[src/rtl/countdown_timer_pkg.sv]
`default_nettype none
// ============================================================================
//  Module      : countdown_timer_pkg
//  Description : Shared definitions for the minutes:seconds countdown timer.
//                Holds the controller state encoding, the BCD digit widths
//                and the per-digit upper limits.
//  Revision    : 1.0  initial release
// ============================================================================
package countdown_timer_pkg;

    // Digit widths: tens digit 0..5, units digit 0..9
    localparam int TENS_W  = 3;
    localparam int UNITS_W = 4;

    // Largest legal value of each digit
    localparam logic [TENS_W-1:0]  TENS_MAX  = 3'd5;
    localparam logic [UNITS_W-1:0] UNITS_MAX = 4'd9;

    // Width of the alarm duration counter (ALARM_SEC is at most 15)
    localparam int ACNT_W = 4;

    // Controller states
    typedef enum logic [1:0] {
        ST_IDLE  = 2'd0,
        ST_RUN   = 2'd1,
        ST_PAUSE = 2'd2,
        ST_ALM   = 2'd3
    } state_t;

endpackage : countdown_timer_pkg
`default_nettype wire

[src/rtl/countdown_timer_sexa_updown.sv]
`default_nettype none
// ============================================================================
//  Module      : sexa_updown
//  Description : Two-digit BCD counter over 00..59 that can step up or down.
//                Incrementing wraps 59->00 silently; decrementing wraps
//                00->59 and reports a borrow so a higher stage can follow.
//  Ports       : CLK   - clock, rising edge
//                RST   - asynchronous active-low reset, clears to 00
//                clr   - synchronous clear to 00 (highest priority)
//                inc   - step up by one
//                dec   - step down by one (local request)
//                bin   - borrow in from a lower stage, also steps down
//                H, L  - tens / units BCD digits
//                bout  - borrow out: a down-step is requested while at 00
//                zero  - value is 00
//  Revision    : 1.0  initial release
// ============================================================================
module sexa_updown
    import countdown_timer_pkg::*;
(
    input  logic               CLK,
    input  logic               RST,
    input  logic               clr,
    input  logic               inc,
    input  logic               dec,
    input  logic               bin,
    output logic [TENS_W-1:0]  H,
    output logic [UNITS_W-1:0] L,
    output logic               bout,
    output logic               zero
);

    logic [TENS_W-1:0]  r_h;
    logic [UNITS_W-1:0] r_l;
    logic [TENS_W-1:0]  w_h_nxt;
    logic [UNITS_W-1:0] w_l_nxt;
    logic               w_down;

    // A local decrement and an incoming borrow both mean "one less"
    assign w_down = dec | bin;
    assign zero   = (r_h == '0) && (r_l == '0);
    assign bout   = w_down & zero;

    always_comb begin
        w_h_nxt = r_h;
        w_l_nxt = r_l;
        if (clr) begin
            w_h_nxt = '0;
            w_l_nxt = '0;
        end else if (inc) begin
            if (r_l == UNITS_MAX) begin
                w_l_nxt = '0;
                w_h_nxt = (r_h == TENS_MAX) ? '0 : r_h + 1'b1;
            end else begin
                w_l_nxt = r_l + 1'b1;
            end
        end else if (w_down) begin
            if (r_l == '0) begin
                w_l_nxt = UNITS_MAX;
                w_h_nxt = (r_h == '0) ? TENS_MAX : r_h - 1'b1;
            end else begin
                w_l_nxt = r_l - 1'b1;
            end
        end
    end

    always_ff @(posedge CLK or negedge RST) begin
        if (!RST) begin
            r_h <= '0;
            r_l <= '0;
        end else begin
            r_h <= w_h_nxt;
            r_l <= w_l_nxt;
        end
    end

    assign H = r_h;
    assign L = r_l;

endmodule : sexa_updown
`default_nettype wire

[src/rtl/countdown_timer.sv]
`default_nettype none
// ============================================================================
//  Module      : countdown_timer
//  Description : MM:SS countdown timer. Time is set with MINUP/SECUP in
//                IDLE, START runs / pauses the countdown (one step per 1 Hz
//                EN), and reaching 00:00 raises ALARM for ALARM_SEC enables
//                or until acknowledged with START/CLR.
//  Ports       : CLK, RST (async active-low), EN (1 Hz enable), START, CLR,
//                MINUP, SECUP (one-cycle pulses); MH/ML/SH/SL BCD digits,
//                RUNNING and ALARM status flags.
//  Revision    : 1.0  initial release
// ============================================================================
module countdown_timer
    import countdown_timer_pkg::*;
#(
    parameter int ALARM_SEC = 10
)(
    input  logic               CLK,
    input  logic               RST,
    input  logic               EN,
    input  logic               START,
    input  logic               CLR,
    input  logic               MINUP,
    input  logic               SECUP,
    output logic [TENS_W-1:0]  MH,
    output logic [UNITS_W-1:0] ML,
    output logic [TENS_W-1:0]  SH,
    output logic [UNITS_W-1:0] SL,
    output logic               RUNNING,
    output logic               ALARM
);

    localparam logic [ACNT_W-1:0] c_alarm_last = ACNT_W'(ALARM_SEC - 1);

    state_t              r_state;
    state_t              w_state_nxt;
    logic [ACNT_W-1:0]   r_acnt;
    logic [ACNT_W-1:0]   w_acnt_nxt;

    logic                w_clr;
    logic                w_inc_m;
    logic                w_inc_s;
    logic                w_dec_s;
    logic                w_sec_bout;
    logic                w_sec_zero;
    logic                w_min_bout;
    logic                w_min_zero;
    logic                w_all_zero;
    logic                w_at_one;

    assign w_all_zero = w_min_zero & w_sec_zero;
    // 00:01 -- the next decrement lands on zero and must enter the alarm
    assign w_at_one   = w_min_zero && (SH == '0) && (SL == 4'd1);

    // ------------------------------------------------------------------
    // Next-state / control decode. Priority: CLR > START > MINUP/SECUP > EN
    // ------------------------------------------------------------------
    always_comb begin
        w_state_nxt = r_state;
        w_acnt_nxt  = r_acnt;
        w_clr       = 1'b0;
        w_inc_m     = 1'b0;
        w_inc_s     = 1'b0;
        w_dec_s     = 1'b0;

        if (CLR) begin
            w_state_nxt = ST_IDLE;
            w_acnt_nxt  = '0;
            w_clr       = 1'b1;
        end else begin
            case (r_state)
                ST_IDLE: begin
                    if (START) begin
                        if (!w_all_zero) begin
                            w_state_nxt = ST_RUN;
                        end
                    end else begin
                        w_inc_m = MINUP;
                        w_inc_s = SECUP;
                    end
                end
                ST_RUN: begin
                    if (START) begin
                        w_state_nxt = ST_PAUSE;
                    end else if (EN) begin
                        // Zero in RUN is unreachable; guard so the digits
                        // can never wrap to 59:59 if it ever happened.
                        if (w_all_zero) begin
                            w_state_nxt = ST_ALM;
                        end else begin
                            w_dec_s = 1'b1;
                            if (w_at_one) begin
                                w_state_nxt = ST_ALM;
                            end
                        end
                    end
                end
                ST_PAUSE: begin
                    if (START) begin
                        w_state_nxt = ST_RUN;
                    end
                end
                ST_ALM: begin
                    if (START) begin
                        w_state_nxt = ST_IDLE;
                        w_acnt_nxt  = '0;
                    end else if (EN) begin
                        if (r_acnt == c_alarm_last) begin
                            w_state_nxt = ST_IDLE;
                            w_acnt_nxt  = '0;
                        end else begin
                            w_acnt_nxt = r_acnt + 1'b1;
                        end
                    end
                end
                default: begin
                    w_state_nxt = ST_IDLE;
                    w_acnt_nxt  = '0;
                end
            endcase
        end
    end

    always_ff @(posedge CLK or negedge RST) begin
        if (!RST) begin
            r_state <= ST_IDLE;
            r_acnt  <= '0;
        end else begin
            r_state <= w_state_nxt;
            r_acnt  <= w_acnt_nxt;
        end
    end

    // ------------------------------------------------------------------
    // Digit counters: seconds borrow drives the minutes down-step
    // ------------------------------------------------------------------
    sexa_updown u_sec (
        .CLK  (CLK),
        .RST  (RST),
        .clr  (w_clr),
        .inc  (w_inc_s),
        .dec  (w_dec_s),
        .bin  (1'b0),
        .H    (SH),
        .L    (SL),
        .bout (w_sec_bout),
        .zero (w_sec_zero)
    );

    sexa_updown u_min (
        .CLK  (CLK),
        .RST  (RST),
        .clr  (w_clr),
        .inc  (w_inc_m),
        .dec  (w_sec_bout),
        .bin  (1'b0),
        .H    (MH),
        .L    (ML),
        .bout (w_min_bout),
        .zero (w_min_zero)
    );

    // Minutes never borrow further: the FSM leaves RUN before 00:00 wraps
    logic w_unused;
    assign w_unused = w_min_bout;

    assign RUNNING = (r_state == ST_RUN);
    assign ALARM   = (r_state == ST_ALM);

endmodule : countdown_timer
`default_nettype wire

[config.mk]
export PLATFORM = sky130hd
export DESIGN_NAME = countdown_timer
export DESIGN_NICKNAME = d
export VERILOG_FILES = /design/src/rtl/countdown_timer_pkg.sv /design/src/rtl/countdown_timer_sexa_updown.sv /design/src/rtl/countdown_timer.sv
export SDC_FILE = /design/constraint.sdc
export NUM_CORES = 1
export LEC_CHECK = 0
export BUFFER_PORTS_ARGS = -buffer_cell sky130_fd_sc_hd__buf_4
export CAP_MARGIN = 10
export CORE_ASPECT_RATIO = 1.25
export CORE_MARGIN = 2
export CORE_UTILIZATION = 55
export DETAILED_ROUTE_END_ITERATION = 6
export PLACE_DENSITY = 0.77
export SYNTH_ARGS = -nofsm -noshare
export SYNTH_HDL_FRONTEND = slang
export SYNTH_SLANG_ARGS = --single-unit
[constraint.sdc]
create_clock -name CLK -period 2.3 [get_ports CLK]
set_input_delay 0.46 -clock CLK [delete_from_list [all_inputs] [get_ports CLK]]
set_output_delay 0.46 -clock CLK [all_outputs]
set_load 0.01 [all_outputs]
=== Yosys cells after proc, flatten, opt, wreduce, memory -nomap -nowiden ===
Index checks and enable logic that the tools add are counted.

* Logic and storage cells: 107
* Output and inout bits: 16
* Flip-flop bits (word level): 20
* Input bits: 7

* Bitwise logic cells: 2
* Reductions and logical operators: 19
* Equality and inequality tests: 18
* Add/subtract/negate cells: 9
* Mux-type cells: 53

{| class="wikitable"
|+ Operator list
! operator !! number
|-
| $mux W4 || 15
|-
| $mux W3 || 14
|-
| $mux W2 || 11
|-
| $reduce_bool A3 Y1 || 5
|-
| $add A4 B1 Y4 const B || 3
|-
| $eq A4 B4 Y1 const B || 3
|-
| $mux W1 || 12
|-
| $ne A3 B3 Y1 const B || 3
|-
| $logic_not A4 Y1 || 2
|-
| $ne A4 B4 Y1 const B || 2
|-
| $pmux W2 S4 || 1
|-
| $sub A4 B1 Y4 const B || 2
|-
| $reduce_and A7 Y1 || 1
|-
| $add A3 B1 Y3 const B || 2
|-
| $eq A3 B3 Y1 const B || 2
|-
| $logic_not A3 Y1 || 2
|-
| $ne A3 B2 Y1 const B || 2
|-
| $reduce_and A3 Y1 || 2
|-
| $sub A3 B1 Y3 const B || 2
|-
| $ne A5 B3 Y1 const B || 1
|-
| $eq A2 B2 Y1 const B || 2
|-
| $eq A4 B1 Y1 const B || 1
|-
| $logic_and A1 B1 Y1 || 4
|-
| $ne A4 B3 Y1 const B || 1
|-
| other kinds (5) || 6
|}

=== Logic depth before layout (Yosys ltp) ===
* Depth in word-level cells: 12
* Depth in mapped cells: 7
* Gate-level depth less buffers: 7

=== Hierarchy ===
From an unflattened synthesis, not the netlist that was laid out.

* Cells, all modules: 190
* Area, all modules: 1702.9 sq um

{| class="wikitable"
|+ By module, submodules not included
! module !! times used !! sequential area each (sq um) !! cells each !! area an instance (sq um)
|-
| sexa_updown || 2 || 175.2 || 68 || 613.1
|-
| countdown_timer || 1 || 150.1 || 54 || 476.7
|}

=== Worst setup path before layout ===
Ideal clock, no wire load.

* Kind: input to register
* Start: input START
* End: register u_sec.r_h[0], in the netlist u_sec.H[0]
* Setup time: 125 ps
* Buffers on the path: 1
* Arrival time: 2022 ps
* Stages: 6
* Path slack: 153 ps
* Path through: buf_2 > or4b_4 > nor2_1 > a21oi_1 > nor4_1 > mux2_2

* Word-level cells in the longest chain between the ends: 5
* Elaborated cells on any way between the ends: 12
* Those cells by class: eq/ne: 1; mux: 8; reduce/logical: 3

{| class="wikitable"
|+ Ends and longest elaborated chain
! item !! RTL line !! source
|-
| from (decl) || countdown_timer.sv:21 || <nowiki>input logic START,</nowiki>
|-
| $mux W1, on equally long branches || countdown_timer.sv:73, countdown_timer.sv:83 ||
|-
| $mux W1 || countdown_timer.sv:71 || <nowiki>case (r_state)</nowiki>
|-
| $mux W1 || countdown_timer.sv:66 || <nowiki>if (CLR) begin</nowiki>
|-
| $ne A3 B2 Y1 (no source line), or another cell as far along || - ||
|-
| $reduce_and A3 Y1 (no source line) or $mux W3 (tied branches) || - ||
|-
| to (signal assigned) || countdown_timer_sexa_updown.sv:72 || <nowiki>r_h <= w_h_nxt;</nowiki>
|-
| to (decl) || countdown_timer_sexa_updown.sv:33 || <nowiki>logic [TENS_W-1:0] r_h;</nowiki>
|}

Several ways; a longest one is shown, not always the timed one.
A chain may end at the register's enable or synchronous reset.

=== Worst setup path in the final report ===
* Start: register u_min.r_l[1], in the netlist u_min.L[1]
* End: register u_sec.r_h[2], in the netlist u_sec.H[2]

* Word-level cells in the longest chain between the ends: 10

{| class="wikitable"
|+ Ends and longest elaborated chain
! item !! RTL line !! source
|-
| from (decl) || countdown_timer_sexa_updown.sv:34 || <nowiki>logic [UNITS_W-1:0] r_l;</nowiki>
|-
| from (signal assigned) || countdown_timer_sexa_updown.sv:73 || <nowiki>r_l <= w_l_nxt;</nowiki>
|-
| $logic_not A4 Y1 || countdown_timer_sexa_updown.sv:41 || <nowiki>assign zero = (r_h == '0) && (r_l == '0);</nowiki>
|-
| $logic_and A1 B1 Y1 || countdown_timer_sexa_updown.sv:41 ||
|-
| $and A1 B1 Y1 || countdown_timer.sv:51 || <nowiki>assign w_all_zero = w_min_zero & w_sec_zero;</nowiki>
|-
| $mux W1 || countdown_timer.sv:88 || <nowiki>if (w_all_zero) begin</nowiki>
|-
| $mux W1 || countdown_timer.sv:85 || <nowiki>end else if (EN) begin</nowiki>
|-
| $mux W1 || countdown_timer.sv:83 || <nowiki>if (START) begin</nowiki>
|-
| $mux W1 || countdown_timer.sv:71 ||
|-
| $mux W1 || countdown_timer.sv:66 ||
|-
| $reduce_bool A3 Y1 (no source line) || - ||
|-
| $reduce_and A3 Y1 (no source line) || - ||
|}

No other way between the ends.

==> results_dict.tcl <==
set metrics [dict create \
    post-synth-top-count-cell "dfrtp_1" \
    cts_num_sinks 20 \
    post-route-util 0.6914 \
    cts_tree "done" \
    fp.dieH_um 64.38 \
    avgSynthCellArea_um2 8.311 \
    nets 232 \
    grt_pass1_vias 1457 \
    area_growth_pct 17.78 \
    finalHoldViolations 0 \
    cellPowerDensity_nw_per_um2 851.4 \
    grt_use_total 0.2526 \
    overflow 0 \
    routedWlPerCell_um 15.03 \
    drt_drc_violations_left 0 \
    htree_levels 1 \
    place_area_um2 1867 \
    cp.arrival_ps 2310 \
    synth_fp_nets 202 \
    fin_area_um2 1889 \
    vias 1596 \
    post_cts_buffers 0 \
    placementRows 21 \
    p_comb_frac 0.553 \
    synth_edf_count 0 \
    skew_ps 10.65 \
    rsz0062_at_grt "no" \
    grt_max_degree 21 \
    avgViaCountPerCell 6.259 \
    yosysTopAreaCell "dfrtp_1" \
    worst_setup_path_end_kind "register" \
    cellLeakagePower_nw 0.8254 \
    drtAntennaViolNets 0 \
    p_seq_frac 0.342 \
    path_max_fanout 6 \
    seqCellArea_um2 500.5 \
    critPathRequiredTime_ps 2490 \
    critical_path_class "register to register" \
    post_cts_resized 0 \
    start_util 0.5870 \
    period_minus_slack_ps 2119 \
    maxCapViolCount 0 \
    root_buffer "clkbuf_4" \
    numCtsBuffers 3 \
    start_kind "register" \
    dr.pass1.iters 5 \
    dp_hpwl_mm 2.866 \
    relSlewSlack 0.6414 \
    timing.final.ws_setup_ps 180.7 \
    nFillCells 237 \
    core-area_um2 2733 \
    syn-cell-area_um2 1604 \
    synth-async-reset-ratio 1.000 \
    insertion_delay_ps 300 \
    grt_pass1_wl_mm 6.555 \
    slew_violations 0 \
    hold_path_class "input pin to async pin" \
    switching_share 0.4305 \
    gp_congestion 0.9341 \
    cts_hold_buf 0 \
    route.final.wire_length_mm 3.832 \
    status "finished, final reports clean" \
    ys_warn_count 0 \
    pre_cts_ws_ps 176.4 \
    p_int_mw 0.9161 \
    ys_ff_latch 20 \
    dieWidth_um 52.30 \
    p_sw_mw 0.6925 \
    setup_viol 0 \
    max-vdd-ir-drop_v 0.0006551 \
    synth_top_area_frac 0.3120 \
    clkPwrFrac 0.105 \
    synthTopCellsByArea "dfrtp_1 (31%), o21ai_0 (5.6%), nand2_1 (4.2%)" \
    max_slew.worst_pin.slew_ps 536.8 \
    clockBufferDepth 2 \
    yosysSeqAreaShare 0.3120 \
    diodes 0 \
    synthFlopType "dfrtp_1" \
    drt_iter0_drc 74 \
    cts.clk_slew.worst_paths_ps 120 \
    yosysUniqueCellTypes 52 \
    ios 23 \
    die_area_um2 3367 \
    drive_gt1_frac 0.2534 \
    fin_crit_sh 0.9215 \
    fin_tns_setup_ps 0 \
    io_buffers 22 \
    synth_common_cells "dfrtp_1 (20), nand2_1 (18), o21ai_0 (18)" \
    grt_antenna_before_repair 0 \
    synthCells 193 \
    fmax_mhz 471.8 \
    multi_input_area_um2 1027 \
]
==> path summary, 6_finish.rpt <==
path,cells past startpoint,slack (ps),from,to
worst min-delay path,1,10,RST,r_acnt[0]
worst min register to register,1,570,r_acnt[2],r_acnt[2]
worst max-delay path,5,180,u_min.L[1],u_sec.H[2]
min in group CLK,2,390,CLR,u_min.L[1]
worst max register to register,5,180,u_min.L[1],u_sec.H[2]
max in group asynchronous,1,2050,RST,u_min.H[2]
==> placed cells by master (no fill, tap or decap), drive strengths merged, types with 5 or more instances in the layout <==
cell type / instances
nand2: 18
nor3: 6
and3: 6
a21oi: 14
nand3: 7
dfrtp: 20
inv: 5
nor3b: 5
buf: 37
o21ai: 18
nor2: 14
==> power by group through the flow <==
| stage | sequential (mW) | combinational (mW) | clock (mW) |
|---|---|---|---|
| after floorplan | 0.553 | 0.607 | 0 |
| after global placement | 0.547 | 0.864 | 0 |
| after detailed placement | 0.557 | 0.886 | 0 |
| after CTS | 0.549 | 0.893 | 0.174 |
| after global routing | 0.572 | 0.984 | 0.181 |
| final | 0.551 | 0.889 | 0.168 |
==> sequential cells by signal, summed over array words and instances (netlist names) <==
register	flops
u_sec.H	3
u_sec.L	4
u_min.H	3
r_acnt	4
u_min.L	4
r_state	2
==> final cells by class <==
| type | instances | share of cell area |
|---|---|---|
| Clock buffer | 3 | 0.01192 |
| Inverter | 5 | 0.009934 |
| Multi-Input combinational cell | 156 | 0.5437 |
| Sequential cell | 20 | 0.2649 |
| Tap cell | 34 | 0.02252 |
| Timing Repair Buffer | 37 | 0.1470 |
==> metrics by stage <==
stage	hold WS (ps)	power, mW	std cells
floorplan	164.4	1.160	193
global placement	355.0	1.411	252
detailed placement	362.1	1.443	252
CTS	18.65	1.616	255
global route	29.88	1.737	255
finish	14.82	1.609	255
==> critical path, cell delays in order, from the launching register on <==
cell and delay (ps):
dfrtp_1 460, or4_4 590, nand4b_4 220, a211oi_4 370, a21oi_2 80, mux2_2 280
==> layer usage <==
layer | GRT usage | share of wire | up-vias
met5 | 0 | 0 | -
met4 | 0.08974 | 0.012 | 0
met3 | 0.02103 | 0.047 | 5
met2 | 0.4188 | 0.52 | 45
met1 | 0.3373 | 0.42 | 768
li1 | - | - | 778
==> cells by family (layout without fill, tap and decap cells) <==
kind of cell / count (synthesis) / count (layout) / synth area share
and+or+nand+nor: 84 / 84 / 0.3097
xor gates and xnor gates: 3 / 3 / 0.01638
DFF: 20 / 20 / 0.3120
adders and majority gates: 2 / 2 / 0.01560
muxes: 8 / 8 / 0.05304
AOI/OAI and AO/OA: 59 / 59 / 0.2457
buffers and inverters: 17 / 45 / 0.04759
Note: power is estimated with default switching activity, not from simulation.
